### src/rtl/sme_pkg.sv
// sme_pkg: shared constants for the string-match-engine job sequencer.
// Latency: n/a (package). Backpressure: n/a.
// Contents: default buffer depths, input kind codes, error bit indices, FSM state encoding.
package sme_pkg;

  localparam int STR_MAX_DEF = 32;
  localparam int PAT_MAX_DEF = 8;
  localparam int TIMEOUT_DEF = 1024;

  // in_kind codes
  localparam logic [1:0] KIND_STR = 2'b00;
  localparam logic [1:0] KIND_PAT = 2'b01;
  localparam logic [1:0] KIND_EOJ = 2'b10;
  localparam logic [1:0] KIND_RSV = 2'b11;

  // res_err bit positions
  localparam int ERR_OVF   = 0;
  localparam int ERR_TMO   = 1;
  localparam int ERR_EMPTY = 2;

  typedef enum logic [2:0] {
    ST_COLLECT  = 3'd0,
    ST_SEND_STR = 3'd1,
    ST_SEND_PAT = 3'd2,
    ST_WAIT_RES = 3'd3,
    ST_RESULT   = 3'd4
  } state_e;

endpackage

### src/rtl/sme_char_buf.sv
// sme_char_buf: DEPTH x 8-bit character store, one write port, one registered read port.
// Latency: read data appears the cycle after rd_en_i; it reads 0 in any cycle not enabled.
// Backpressure: none; writes and reads are always accepted.
// Ports: clk, reset (sync, active-high); wr_en_i/wr_addr_i/wr_data_i; rd_en_i/rd_addr_i; rd_data_o.
module sme_char_buf
#(
  parameter int DEPTH = 32,
  localparam int AW = (DEPTH > 1) ? $clog2(DEPTH) : 1
) (
  input  logic          clk,
  input  logic          reset,
  input  logic          wr_en_i,
  input  logic [AW-1:0] wr_addr_i,
  input  logic [7:0]    wr_data_i,
  input  logic          rd_en_i,
  input  logic [AW-1:0] rd_addr_i,
  output logic [7:0]    rd_data_o
);

  logic [7:0] mem_q [DEPTH];
  logic [7:0] rd_data_q;

  // Storage is never cleared: stale bytes are unreachable once the lengths reset.
  always_ff @(posedge clk) begin
    if (wr_en_i) begin
      mem_q[wr_addr_i] <= wr_data_i;
    end
  end

  // Zero when idle so the two buffers' outputs can simply be OR-ed together.
  always_ff @(posedge clk) begin
    if (reset) begin
      rd_data_q <= '0;
    end else if (rd_en_i) begin
      rd_data_q <= mem_q[rd_addr_i];
    end else begin
      rd_data_q <= '0;
    end
  end

  assign rd_data_o = rd_data_q;

endmodule

### src/rtl/sme_job_sequencer.sv
// sme_job_sequencer: buffers one tagged job, replays string then pattern bursts to the SME, returns its result.
// Latency: first isstring cycle follows the end-of-job transfer; result one cycle after sme_valid or timeout.
// Backpressure: in_ready low outside COLLECT; result held on res_* until res_valid & res_ready.
// Ports: clk/reset; in_valid/in_ready/in_kind/in_data; chardata/isstring/ispattern and
//        sme_valid/sme_match/sme_match_index to/from SME; res_valid/res_ready/res_match/res_index/res_err; busy.
module sme_job_sequencer
  import sme_pkg::*;
#(
  parameter int STR_MAX     = STR_MAX_DEF,
  parameter int PAT_MAX     = PAT_MAX_DEF,
  parameter int TIMEOUT_CYC = TIMEOUT_DEF
) (
  input  logic       clk,
  input  logic       reset,
  input  logic       in_valid,
  output logic       in_ready,
  input  logic [1:0] in_kind,
  input  logic [7:0] in_data,
  output logic [7:0] chardata,
  output logic       isstring,
  output logic       ispattern,
  input  logic       sme_valid,
  input  logic       sme_match,
  input  logic [4:0] sme_match_index,
  output logic       res_valid,
  input  logic       res_ready,
  output logic       res_match,
  output logic [4:0] res_index,
  output logic [2:0] res_err,
  output logic       busy
);

  localparam int SLW = $clog2(STR_MAX + 1);
  localparam int PLW = $clog2(PAT_MAX + 1);
  localparam int SAW = $clog2(STR_MAX);
  localparam int PAW = $clog2(PAT_MAX);
  localparam int TW  = $clog2(TIMEOUT_CYC);

  localparam logic [SLW-1:0] STR_FULL = SLW'(STR_MAX);
  localparam logic [PLW-1:0] PAT_FULL = PLW'(PAT_MAX);
  localparam logic [TW-1:0]  TMO_LAST = TW'(TIMEOUT_CYC - 1);

  state_e         state_q;
  logic [SLW-1:0] str_len_q;
  logic [PLW-1:0] pat_len_q;
  logic [SLW-1:0] idx_q;     // index of the next character to fetch
  logic [TW-1:0]  timer_q;
  logic [2:0]     err_q;
  logic           isstring_q;
  logic           ispattern_q;
  logic           res_valid_q;
  logic           res_match_q;
  logic [4:0]     res_index_q;
  logic [2:0]     res_err_q;

  logic           in_xfer;
  logic           eoj;
  logic           str_wr;
  logic           pat_wr;
  logic           str_more;
  logic           pat_more;
  logic           str_rd_en;
  logic           pat_rd_en;
  logic [PAW-1:0] pat_rd_addr;
  logic [7:0]     str_rd_dat;
  logic [7:0]     pat_rd_dat;
  logic [2:0]     err_empty;
  logic [2:0]     err_tmo;

  assign in_xfer  = in_valid && (state_q == ST_COLLECT);
  assign eoj      = in_xfer && (in_kind == KIND_EOJ);
  assign str_wr   = in_xfer && (in_kind == KIND_STR) && (str_len_q != STR_FULL);
  assign pat_wr   = in_xfer && (in_kind == KIND_PAT) && (pat_len_q != PAT_FULL);
  assign str_more = idx_q < str_len_q;
  assign pat_more = idx_q < SLW'(pat_len_q);

  always_comb begin
    err_empty            = err_q;
    err_empty[ERR_EMPTY] = 1'b1;
    err_tmo              = err_q;
    err_tmo[ERR_TMO]     = 1'b1;
  end

  // Buffer reads are issued one cycle ahead so the registered read data lines up
  // with the registered isstring/ispattern strobes.
  always_comb begin
    str_rd_en   = 1'b0;
    pat_rd_en   = 1'b0;
    pat_rd_addr = '0;
    case (state_q)
      ST_COLLECT: begin
        if (eoj && (pat_len_q != '0)) begin
          if (str_len_q != '0) begin
            str_rd_en = 1'b1;
          end else begin
            pat_rd_en = 1'b1;
          end
        end
      end
      ST_SEND_STR: begin
        if (str_more) begin
          str_rd_en = 1'b1;
        end else begin
          pat_rd_en = 1'b1;   // pattern char 0 follows the last string char with no gap
        end
      end
      ST_SEND_PAT: begin
        if (pat_more) begin
          pat_rd_en   = 1'b1;
          pat_rd_addr = idx_q[PAW-1:0];
        end
      end
      default: ;
    endcase
  end

  sme_char_buf #(.DEPTH(STR_MAX)) u_str_buf (
    .clk       (clk),
    .reset     (reset),
    .wr_en_i   (str_wr),
    .wr_addr_i (str_len_q[SAW-1:0]),
    .wr_data_i (in_data),
    .rd_en_i   (str_rd_en),
    .rd_addr_i (idx_q[SAW-1:0]),
    .rd_data_o (str_rd_dat)
  );

  sme_char_buf #(.DEPTH(PAT_MAX)) u_pat_buf (
    .clk       (clk),
    .reset     (reset),
    .wr_en_i   (pat_wr),
    .wr_addr_i (pat_len_q[PAW-1:0]),
    .wr_data_i (in_data),
    .rd_en_i   (pat_rd_en),
    .rd_addr_i (pat_rd_addr),
    .rd_data_o (pat_rd_dat)
  );

  always_ff @(posedge clk) begin
    if (reset) begin
      state_q     <= ST_COLLECT;
      str_len_q   <= '0;
      pat_len_q   <= '0;
      idx_q       <= '0;
      timer_q     <= '0;
      err_q       <= '0;
      isstring_q  <= 1'b0;
      ispattern_q <= 1'b0;
      res_valid_q <= 1'b0;
      res_match_q <= 1'b0;
      res_index_q <= '0;
      res_err_q   <= '0;
    end else begin
      isstring_q  <= 1'b0;
      ispattern_q <= 1'b0;
      case (state_q)
        ST_COLLECT: begin
          if (in_valid) begin
            case (in_kind)
              KIND_STR: begin
                if (str_len_q != STR_FULL) str_len_q <= str_len_q + SLW'(1);
                else                       err_q[ERR_OVF] <= 1'b1;
              end
              KIND_PAT: begin
                if (pat_len_q != PAT_FULL) pat_len_q <= pat_len_q + PLW'(1);
                else                       err_q[ERR_OVF] <= 1'b1;
              end
              KIND_EOJ: begin
                if (pat_len_q == '0) begin
                  state_q     <= ST_RESULT;
                  res_valid_q <= 1'b1;
                  res_match_q <= 1'b0;
                  res_index_q <= '0;
                  res_err_q   <= err_empty;
                end else if (str_len_q != '0) begin
                  state_q    <= ST_SEND_STR;
                  isstring_q <= 1'b1;
                  idx_q      <= SLW'(1);
                end else begin
                  // No string: the SME keeps matching against its previous one.
                  state_q     <= ST_SEND_PAT;
                  ispattern_q <= 1'b1;
                  idx_q       <= SLW'(1);
                end
              end
              default: ;
            endcase
          end
        end
        ST_SEND_STR: begin
          if (str_more) begin
            isstring_q <= 1'b1;
            idx_q      <= idx_q + SLW'(1);
          end else begin
            state_q     <= ST_SEND_PAT;
            ispattern_q <= 1'b1;
            idx_q       <= SLW'(1);
          end
        end
        ST_SEND_PAT: begin
          if (pat_more) begin
            ispattern_q <= 1'b1;
            idx_q       <= idx_q + SLW'(1);
          end else begin
            state_q <= ST_WAIT_RES;
            idx_q   <= '0;
            timer_q <= '0;
          end
        end
        ST_WAIT_RES: begin
          // sme_valid is checked first so a strobe on the final cycle still counts.
          if (sme_valid) begin
            state_q     <= ST_RESULT;
            res_valid_q <= 1'b1;
            res_err_q   <= err_q;
            res_match_q <= (err_q == '0) ? sme_match : 1'b0;
            res_index_q <= (err_q == '0) ? sme_match_index : 5'd0;
          end else if (timer_q == TMO_LAST) begin
            state_q     <= ST_RESULT;
            res_valid_q <= 1'b1;
            res_err_q   <= err_tmo;
            res_match_q <= 1'b0;
            res_index_q <= '0;
          end else begin
            timer_q <= timer_q + TW'(1);
          end
        end
        ST_RESULT: begin
          if (res_ready) begin
            state_q     <= ST_COLLECT;
            res_valid_q <= 1'b0;
            res_match_q <= 1'b0;
            res_index_q <= '0;
            res_err_q   <= '0;
            str_len_q   <= '0;
            pat_len_q   <= '0;
            idx_q       <= '0;
            timer_q     <= '0;
            err_q       <= '0;
          end
        end
        default: state_q <= ST_COLLECT;
      endcase
    end
  end

  assign in_ready  = (state_q == ST_COLLECT);
  assign busy      = (state_q != ST_COLLECT);
  assign chardata  = str_rd_dat | pat_rd_dat;
  assign isstring  = isstring_q;
  assign ispattern = ispattern_q;
  assign res_valid = res_valid_q;
  assign res_match = res_match_q;
  assign res_index = res_index_q;
  assign res_err   = res_err_q;

endmodule

### config.mk
export PLATFORM = sky130hd
export DESIGN_NAME = sme_job_sequencer
export DESIGN_NICKNAME = d
export VERILOG_FILES = /design/src/rtl/sme_pkg.sv /design/src/rtl/sme_char_buf.sv /design/src/rtl/sme_job_sequencer.sv
export SDC_FILE = /design/constraint.sdc
export NUM_CORES = 1
export LEC_CHECK = 0
export BUFFER_PORTS_ARGS = -buffer_cell sky130_fd_sc_hd__buf_4
export CAP_MARGIN = 10
export CORE_MARGIN = 5
export CORE_UTILIZATION = 40
export DETAILED_ROUTE_END_ITERATION = 8
export PLACE_DENSITY_LB_ADDON = 0.12
export SLEW_MARGIN = 20
export SYNTH_ARGS = -nofsm -noshare
export SYNTH_HDL_FRONTEND = slang
export SYNTH_SLANG_ARGS = --single-unit
export TNS_END_PERCENT = 1
### constraint.sdc
create_clock -name clk -period 2.41 [get_ports clk]
set_input_delay 0.482 -clock clk [delete_from_list [all_inputs] [get_ports clk]]
set_output_delay 0.482 -clock clk [all_outputs]
set_load 0.01 [all_outputs]
==> impl_metrics.ini, run 1 <==
[run]
drv_cap = 0

[timing]
holdWs_ns = 0.1672
relSlewSlack_pct = 64.71
hold_viol = 0
worst_pin_slew_ns = 0.5294
final_max_slew_viol_count = 0
period_needed_ns = 2.252
fmax_mhz = 444.0
finalCritPeriodShare_pct = 93.44
setup_viol = 0
skew_ns = 0.02054
rsz0062_at_grt = no

[placement]
place_hpwl_um = 22790
gp_congestion = 0.7914
io_buffers = 42
placed_area_um2 = 16800
placed_cells = 1540

[pwr]
vdd_drop_max_mv = 0.4139
pwr-share-seq_pct = 50.5
p_clk_share_pct = 39.2
combinationalPowerShare_pct = 10.2
leakagePower_nw = 5.900
switching_share_pct = 23.17
powerDensity_nw_per_um2 = 791.7
p_sw_mw = 3.304
p_int_mw = 10.95

[clock_network]
cts_tree = done
clk_pin_slew_ns = 0.06
cts_made_buffers = 41
htree_levels = 2
hold_buffers = 0
post_cts_buffers = 0
clock_latency_ns = 0.55
clock_sinks = 378
cts.path.max_buffers = 3
root_buffer = clkbuf_16

[final_layout]
area_delta_synth_final_pct = 17.78
fin_util_pct = 47.81
multi_input_area_um2 = 4242
nets = 1109
layout-drive-gt1-share_pct = 26.82
final_cell_area_um2 = 18010
fill_cells = 3280
num_antenna_cells = 0
regArea_um2 = 10780
finalNonFillerCells = 1611

[worst_hold_path]
holdPathStages = 2
hold_path_class = in2reg
min_to = res_index[1]
worstHoldStart = sme_match_index[1]

[route]
firstDrtPassIters = 5
drc = 0
drtIter0Drc = 526
vias_per_cell = 5.314
finalWirelength_um = 35420
vias = 8561
routedWlPerCell_um = 21.99
ant_nets = 0

[synthesis]
syn_area_um2 = 15290
yosysTopAreaCell = edfxtp_1
synth_edf_count = 320
synth_area_leaders = edfxtp_1, mux4_2, dfxtp_1
synth_cells = 937
yosysTopAreaCellShare_pct = 62.85
ys_seq_elements = 378
syn-num-nets = 974
post-synth-top-count-cell = edfxtp_1
synth_commonest_cells = edfxtp_1, nor2_1, mux4_2
synth-seq-area-share_pct = 70.44
synth_ff_type = edfxtp_1
ys_warn_count = 0
synth.distinct_cells = 61
synthArstFlopShare_pct = 0
syn_area_per_cell_um2 = 16.32

[critical_path]
r2r-end = u_str_buf.rd_data_o[0]
path_class = reg2reg
required_ns = 2.84
critical_path.max_fanout = 6
critPathLaunchType = flop
r2r_cells = 9
end_kind = flop
worst-endpoint-arrival_ns = 2.69
timing.rr.start = str_len_q[3]
r2r_setup_slack_ns = 0.16

[global_route]
use_met2_pct = 25.97
grt_max_degree = 41
grt_pass1_vias = 8605
grt_first_pass_wirelength_um = 54100
grt.met1_usage_pct = 25.62
grt_use_met3_pct = 2.963
busiest_layer = met2
grt_use_total_pct = 17.09
grt-ovfl-total = 0
antenna_found_initial = 0

[floorplanning]
start_util_pct = 40.59
die_area_um2 = 42230
pin_count = 43
rows = 71
die_x_um = 205.5
core-area_um2 = 37670
die_h_um = 205.5

[status]
status = completed
sequential cells by signal, indices dropped and copies added (netlist names), 3 cells and up:
name,count
state_q,3
u_str_buf.mem_q,256
idx_q,6
str_len_q,6
timer_q,10
pat_len_q,4
u_str_buf.rd_data_o,8
u_pat_buf.rd_data_o,8
res_index,5
res_err,3
u_pat_buf.mem_q,64
routing by layer:
| layer | part of all wire (%) | vias up |
|---|---|---|
| met5 | 0 | - |
| met4 | 1.8 | 0 |
| met3 | 4.7 | 48 |
| met2 | 46 | 193 |
| met1 | 48 | 4366 |
| li1 | - | 3954 |
cell families (layout without fill, tap and decap cells):
| group | count (synthesis) | count (layout) | synth area share [%] |
|---|---|---|---|
| flops | 378 | 378 | 70.44 |
| compound gates | 138 | 138 | 5.933 |
| buf+inv | 70 | 233 | 2.119 |
| fa+ha+maj | 16 | 16 | 1.309 |
| simple gates | 221 | 221 | 7.185 |
| mux | 102 | 102 | 12.32 |
| xor+xnor | 12 | 12 | 0.6874 |
critical path, cell delays in order (launching register included):
cell     delay (ns)
dfxtp_1        0.34
inv_1          0.07
ha_1           0.31
a211o_1        0.27
a21oi_1        0.18
o21ai_1        0.15
o22ai_2        0.23
buf_4          0.19
nand2_1        0.11
o22ai_1        0.30
layout make-up:
type / count / share of cell area [%]
clock buffer: 53 / 5.947
clock inverter: 18 / 0.5141
inverter: 25 / 0.5211
multi-input combinational: 489 / 23.55
sequential: 378 / 59.86
tap: 511 / 3.550
timing repair buffer: 137 / 6.059
worst max-delay path by stage:
stage                 start                      to  depth (start not counted)
6_report       str_len_q[3]  u_str_buf.rd_data_o[0]                          9
5_1_grt        str_len_q[5]  u_str_buf.rd_data_o[0]                          9
4_1_cts        str_len_q[1]  u_str_buf.mem_q[28][4]                          8
3_5_place_dp     in_kind[1]  u_str_buf.mem_q[14][6]                          7
3_3_place_gp     in_kind[1]  u_str_buf.mem_q[14][2]                          7
2_1_floorplan    state_q[0]  u_str_buf.mem_q[31][0]                          7
metrics by stage:
stage | setup TNS (ns) | setup slack [ns] | total power [mW]
floorplan | 0 | 0.04990 | 8.243
global placement | 0 | 0.06433 | 8.810
detailed placement | -0.08137 | -0.01074 | 8.808
CTS | -0.06424 | -0.01781 | 14.46
global route | 0 | 0.01609 | 14.86
finish | 0 | 0.1580 | 14.26
power by group through the flow:
stage / sequential (mW) / clock, mW / combinational [mW]
floorplan: 7.32 / 0 / 0.922
global placement: 7.34 / 0 / 1.47
detailed placement: 7.34 / 0 / 1.47
CTS: 7.20 / 5.79 / 1.47
global route: 7.21 / 6.07 / 1.58
finish: 7.20 / 5.59 / 1.46
what timing repair did:
action	CTS	global route
endpoints found under the setup margin	37	206
pin swaps	0	2
gates resized for setup	1	9
cells in the final DEF (no fill, tap or decap), types with 13 or more instances in the layout:
cell / n
ha_1: 16
a21oi_1: 37
a221oi_1: 13
clkbuf_16: 41
nand3_1: 17
edfxtp_1: 320
o21ai_0: 22
mux4_2: 68
mux2i_1: 24
inv_1: 25
dfxtp_1: 55
nor2_1: 76
nand2_1: 36
o22ai_1: 13
buf_4: 132
No activity file was read; power rests on OpenSTA's default activity.
==> run 2, diff against run 1 <==
--- a/config.mk
+++ b/config.mk
@@ -10,7 +10,7 @@
 export CORE_MARGIN = 5
 export CORE_UTILIZATION = 40
 export DETAILED_ROUTE_END_ITERATION = 8
-export PLACE_DENSITY_LB_ADDON = 0.12
+export PLACE_DENSITY_LB_ADDON = 0.1
 export SLEW_MARGIN = 20
 export SYNTH_ARGS = -nofsm -noshare
 export SYNTH_HDL_FRONTEND = slang
==> run 2 against run 1 <==
Against the previous run:
- register-to-register slack got worse by 0.03 ns
- setup slack got worse by 0.032 ns
- clock skew about the same
- fmax decreased by 1.4%
- non-clock buffer count decreased by 11
- first-iteration DRC count decreased by 0.57%
- global-route usage about the same
- via count decreased by 0.91%
==> impl_metrics.ini, run 2 (same netlist as run 1, synthesis figures left out) <==
[final_layout]
top_register = u_str_buf.mem_q
area_delta_synth_final_pct = 18.43
fin_util_pct = 48.07
multi_input_area_um2 = 4238
final_common_cell = edfxtp_1
layout-drive-gt1-share_pct = 26.74
reg_top3 = u_str_buf.mem_q (256), u_pat_buf.mem_q (64), timer_q (10)
largest_reg_flops = 256
fill_cells = 3291
final_cell_mix = edfxtp_1, buf_4, nor2_1
nets = 1098
num_antenna_cells = 0
regArea_um2 = 10780

[floorplanning]
core-area_um2 = 37670
die_area_um2 = 42230
die_x_um = 205.5
pin_count = 43
die_h_um = 205.5
rows = 71
start_util_pct = 40.59

[worst_hold_path]
holdPathStages = 2
worstHoldStart = sme_match_index[0]
min_to = res_index[0]
hold_path_class = in2reg

[clock_network]
cts.path.max_buffers = 3
clock_latency_ns = 0.54
post_cts_buffers = 0
cts_made_buffers = 41
root_buffer = clkbuf_16
clock_sinks = 378
cts_tree = done
hold_buffers = 0
htree_levels = 2
clk_pin_slew_ns = 0.06

[global_route]
grt-ovfl-total = 0
grt_use_total_pct = 17.12
grt_use_met3_pct = 2.632
grt_first_pass_wirelength_um = 54180
grt_max_degree = 45
antenna_found_initial = 0
grt.met1_usage_pct = 25.67
use_met2_pct = 26.31
busiest_layer = met2
grt_pass1_vias = 8638

[critical_path]
end_kind = flop
path_cells = inv_1 > ha_1 > nand2_1 > o2111a_2 > or3_4 > or4_1 > a21oi_1
critical_path.max_fanout = 15
worst-endpoint-arrival_ns = 2.74
critPathSlowestCell = or4_1
r2r_cells = 7
required_ns = 2.86
crit_start = pat_len_q[3]
r2r-end = timer_q[5]
critPathLaunchType = flop
r2r_setup_slack_ns = 0.13
timing.rr.start = pat_len_q[3]
path_class = reg2reg
cpPeakStageDelay_ns = 0.48

[route]
routedWlPerCell_um = 22.16
vias_per_cell = 5.292
drtIter0Drc = 523
finalWirelength_um = 35520
drc = 0
firstDrtPassIters = 5
vias = 8483
ant_nets = 0

[pwr]
vdd_drop_max_mv = 0.4769
leakagePower_nw = 5.921
powerDensity_nw_per_um2 = 824.1

[timing]
period_needed_ns = 2.284
setup_viol = 0
skew_ns = 0.02011
timing.final.ws_setup_ns = 0.1257
relSlewSlack_pct = 63.41
rsz0062_at_grt = yes
worst_pin_slew_ns = 0.5489
hold_viol = 0
fmax_mhz = 437.8
finalCritPeriodShare_pct = 94.78
final_max_slew_viol_count = 0

[placement]
place_hpwl_um = 22590
io_buffers = 42
dp_slack_ns = 0.04424
gp_congestion = 0.7790

[run]
drv_cap = 0

[status]
status = completed
-- run 2: changes by cell type in the layout (fill, tap and decap cells not counted), sizes merged --
cell	previous run	this run
buf	137	126
bufinv	0	5
clkinv	15	12
clkinvlp	1	3
inv	27	25
clkbuf	53	54
-- run 2: area by class of cell --
class / instances / share of cell area [%]
Sequential cell: 378 / 59.53
Multi-Input combinational cell: 489 / 23.40
Clock buffer: 54 / 6.164
Timing Repair Buffer: 126 / 5.521
Tap cell: 511 / 3.531
Clock inverter: 20 / 1.334
Inverter: 25 / 0.5182
-- run 2: through the flow --
step / cell area, µm² / hold WS [ns] / power (mW) / setup TNS, ns / cells
2_1_floorplan: 15290 / 0.4443 / 8.243 / 0 / 937
3_3_place_gp: 16710 / 0.4447 / 8.768 / 0 / 1529
3_5_place_dp: 16710 / 0.4494 / 8.773 / 0 / 1529
4_1_cts: 18070 / 0.1472 / 15.09 / 0 / 1603
5_1_grt: 18110 / 0.1733 / 15.47 / -0.004458 / 1603
6_report: 18110 / 0.1751 / 14.92 / 0 / 1603
-- run 2: worst max-delay path by stage --
stage | slack, ns | to | depth (start not counted)
after floorplan | 0.05 | u_str_buf.mem_q[31][0] | 7
after global placement | 0.04 | u_str_buf.rd_data_o[1] | 8
after detailed placement | 0.04 | u_str_buf.mem_q[27][0] | 8
after CTS | 0.009 | timer_q[5] | 7
after global routing | -0.004 | timer_q[5] | 7
final | 0.13 | timer_q[5] | 7
-- run 2: repair_timing --
item	in CTS	in global routing
setup endpoints to repair	0	268
resized for setup	0	10
hold endpoints to repair	0	0
-- run 2: worst max-delay path: cells and delay by family, from the launching register on --
family / cells / cell delay (ns)
adders and majority gates: 1 / 0.29
buffers and inverters: 1 / 0.08
and+or+nand+nor: 3 / 0.97
AOI/OAI and AO/OA: 2 / 0.48
DFF: 1 / 0.37
-- run 2: where the power goes --
group	internal, mW	switching (mW)	total, mW
Sequential	7.15	0.0548	7.20
Clock	3.80	2.49	6.30
Combinational	0.645	0.778	1.42
-- run 2: per-layer routing --
layer  wire (µm)  part of all wire, %
met1       16980                   48
met3        1427                  4.0
met4         763                  2.1
met5           0                    0
met2       16350                   46
==> run 3, diff against run 2 <==
--- a/config.mk
+++ b/config.mk
@@ -7,6 +7,7 @@
 export LEC_CHECK = 0
 export BUFFER_PORTS_ARGS = -buffer_cell sky130_fd_sc_hd__buf_4
 export CAP_MARGIN = 10
+export CORE_ASPECT_RATIO = 1.2
 export CORE_MARGIN = 5
 export CORE_UTILIZATION = 40
 export DETAILED_ROUTE_END_ITERATION = 8
==> constraint.sdc (replaced) <==
create_clock -name clk -period 2 [get_ports clk]
set_input_delay 0.4 -clock clk [delete_from_list [all_inputs] [get_ports clk]]
set_output_delay 0.4 -clock clk [all_outputs]
set_load 0.01 [all_outputs]
==> run 3 against run 2 <==
Against the previous run:
- the run now ends with negative setup slack left
- critical endpoint is now u_str_buf.rd_data_o[3]
- via count is 3.5% higher
- power is 25% higher
- core utilization is 4.6 points higher
- global-route usage is 0.85 points higher
- sequential cell count stayed put
- sequential power is 21% higher
- critical path type unchanged
- non-clock buffer count is 81 higher
==> impl_metrics.ini, run 3 (same netlist as run 1, synthesis figures left out) <==
[timing]
worst_pin_slew_ns = 0.6051
fin_setup_tns_ns = -2.300
rsz0062_at_grt = yes
hold_viol = 0
holdWs_ns = 0.08516
timing.final.ws_setup_ns = -0.09624
finalCritPeriodShare_pct = 104.8
fmax_mhz = 477.0
skew_ns = 0.01680
final_max_slew_viol_count = 0
period_needed_ns = 2.096
setup_viol = 149
relSlewSlack_pct = 59.54

[final_layout]
final_cell_mix = edfxtp_1, buf_4, mux4_2
largest_reg_flops = 256
nets = 1178
regArea_um2 = 10800
top_register = u_str_buf.mem_q
reg_top3 = u_str_buf.mem_q (256), u_pat_buf.mem_q (64), timer_q (10)
final_common_cell = edfxtp_1
layout-drive-gt1-share_pct = 41.71
fill_cells = 3066
multi_input_area_um2 = 4942
num_antenna_cells = 0
area_delta_synth_final_pct = 30.03

[critical_path]
cpPeakStageDelay_ns = 0.51
end_kind = flop
critPathLaunchType = flop
critPathSlowestCell = mux4_2
path_cells = buf_6 > buf_12 > buf_4 > mux4_2 > mux4_2 > inv_2 > o21ai_2
path_delay_family = multiplexers
worst-endpoint-arrival_ns = 2.52
required_ns = 2.43
crit_top_cell = mux4_2
path_class = reg2reg
critical_path.max_fanout = 6
crit_buf_inv = 4

[global_route]
grt.met1_usage_pct = 23.84
antenna_found_initial = 1
grt_use_met3_pct = 2.837
use_met2_pct = 30.84
grt_pass1_vias = 9245
grt_max_degree = 41
grt_first_pass_wirelength_um = 57480
busiest_layer = met2
grt-ovfl-total = 0
grt_use_total_pct = 17.97

[pwr]
power_mw = 18.59
vdd_drop_max_mv = 0.6122
leakagePower_nw = 6.508
powerDensity_nw_per_um2 = 934.9

[placement]
dp_slack_ns = -0.4208
gp_congestion = 0.7466
io_buffers = 42
place_hpwl_um = 24540

[clock_network]
clock_latency_ns = 0.54
htree_levels = 2
cts_made_buffers = 39
root_buffer = clkbuf_16
clk_pin_slew_ns = 0.07
clock_sinks = 378
cts.path.max_buffers = 3
cts_tree = done
hold_buffers = 0

[floorplanning]
die_area_um2 = 42250
core-area_um2 = 37770
die_x_um = 188.5
pin_count = 43
start_util_pct = 40.48
die_h_um = 224.2
rows = 78

[route]
drc = 0
vias = 8779
ant_nets = 0
routedWlPerCell_um = 22.74
drtIter0Drc = 632
firstDrtPassIters = 5
vias_per_cell = 5.321
finalWirelength_um = 37510

[run]
drv_cap = 0

[status]
status = complete, but fails checks
violations = negative setup slack

[worst_hold_path]
hold_path_class = in2reg
[run 3: cell count changes in the layout (fill, tap and decap cells not counted), sizes merged]
cell	delta
buf	+80
clkbuf	-9
bufinv	+2
inv	+2
bufbuf	+1
clkinvlp	+1
or3	+1
[run 3: path summary, 6_finish.rpt]
path	from	end	slack, ns	depth (start not counted)
worst min-delay path	sme_match	res_match	0.09	2
worst max-delay path	idx_q[0]	u_str_buf.rd_data_o[3]	-0.1	7
worst max register to register	idx_q[0]	u_str_buf.rd_data_o[3]	-0.1	7
worst min register to register	res_err[0]	res_err[0]	0.46	2
[run 3: stage by stage]
| step | std cells | util, % | area (µm²) |
|---|---|---|---|
| after detailed placement | 1566 | 47.25 | 17850 |
| final | 1650 | 52.64 | 19880 |
| after CTS | 1645 | 51.76 | 19550 |
| after global routing | 1650 | 52.64 | 19880 |
| after global placement | 1566 | 47.25 | 17850 |
| after floorplan | 937 | - | 15610 |
[run 3: where the power goes]
part           internal, mW  total, mW  switching (mW)
logic                  1.18       2.32            1.14
registers              8.61       8.68          0.0699
clock network          4.58       7.59            3.01
[run 3: worst reg2reg max path, delay by kind of cell (launching register included)]
family                 cells  cell delay, ns
buffers and inverters      4            0.48
AOI/OAI and AO/OA          1            0.06
muxes                      2            1.00
DFF                        1            0.43
[run 3: cell type report]
type                    instances  area share, %
clock buffers                  45          5.129
clock inverters                25          1.617
inverters                      25         0.4720
multi-input cells             490          24.86
flip-flops and latches        378          54.31
well taps                     480          3.021
repair buffers                207          10.59
[run 3: what timing repair did]
item                                    CTS  global route
pin swaps                                17            20
cloned                                    4             0
endpoints found under the setup margin  355           369
setup buffers                             6             6
hold endpoints to repair                  0             0
gates resized for setup                  57            74
[run 3: per-layer routing]
layer	share of wire [%]	up-vias
li1	-	4106
met1	43	4466
met2	50	151
met3	3.6	54
met4	2.7	2
met5	0.035	-
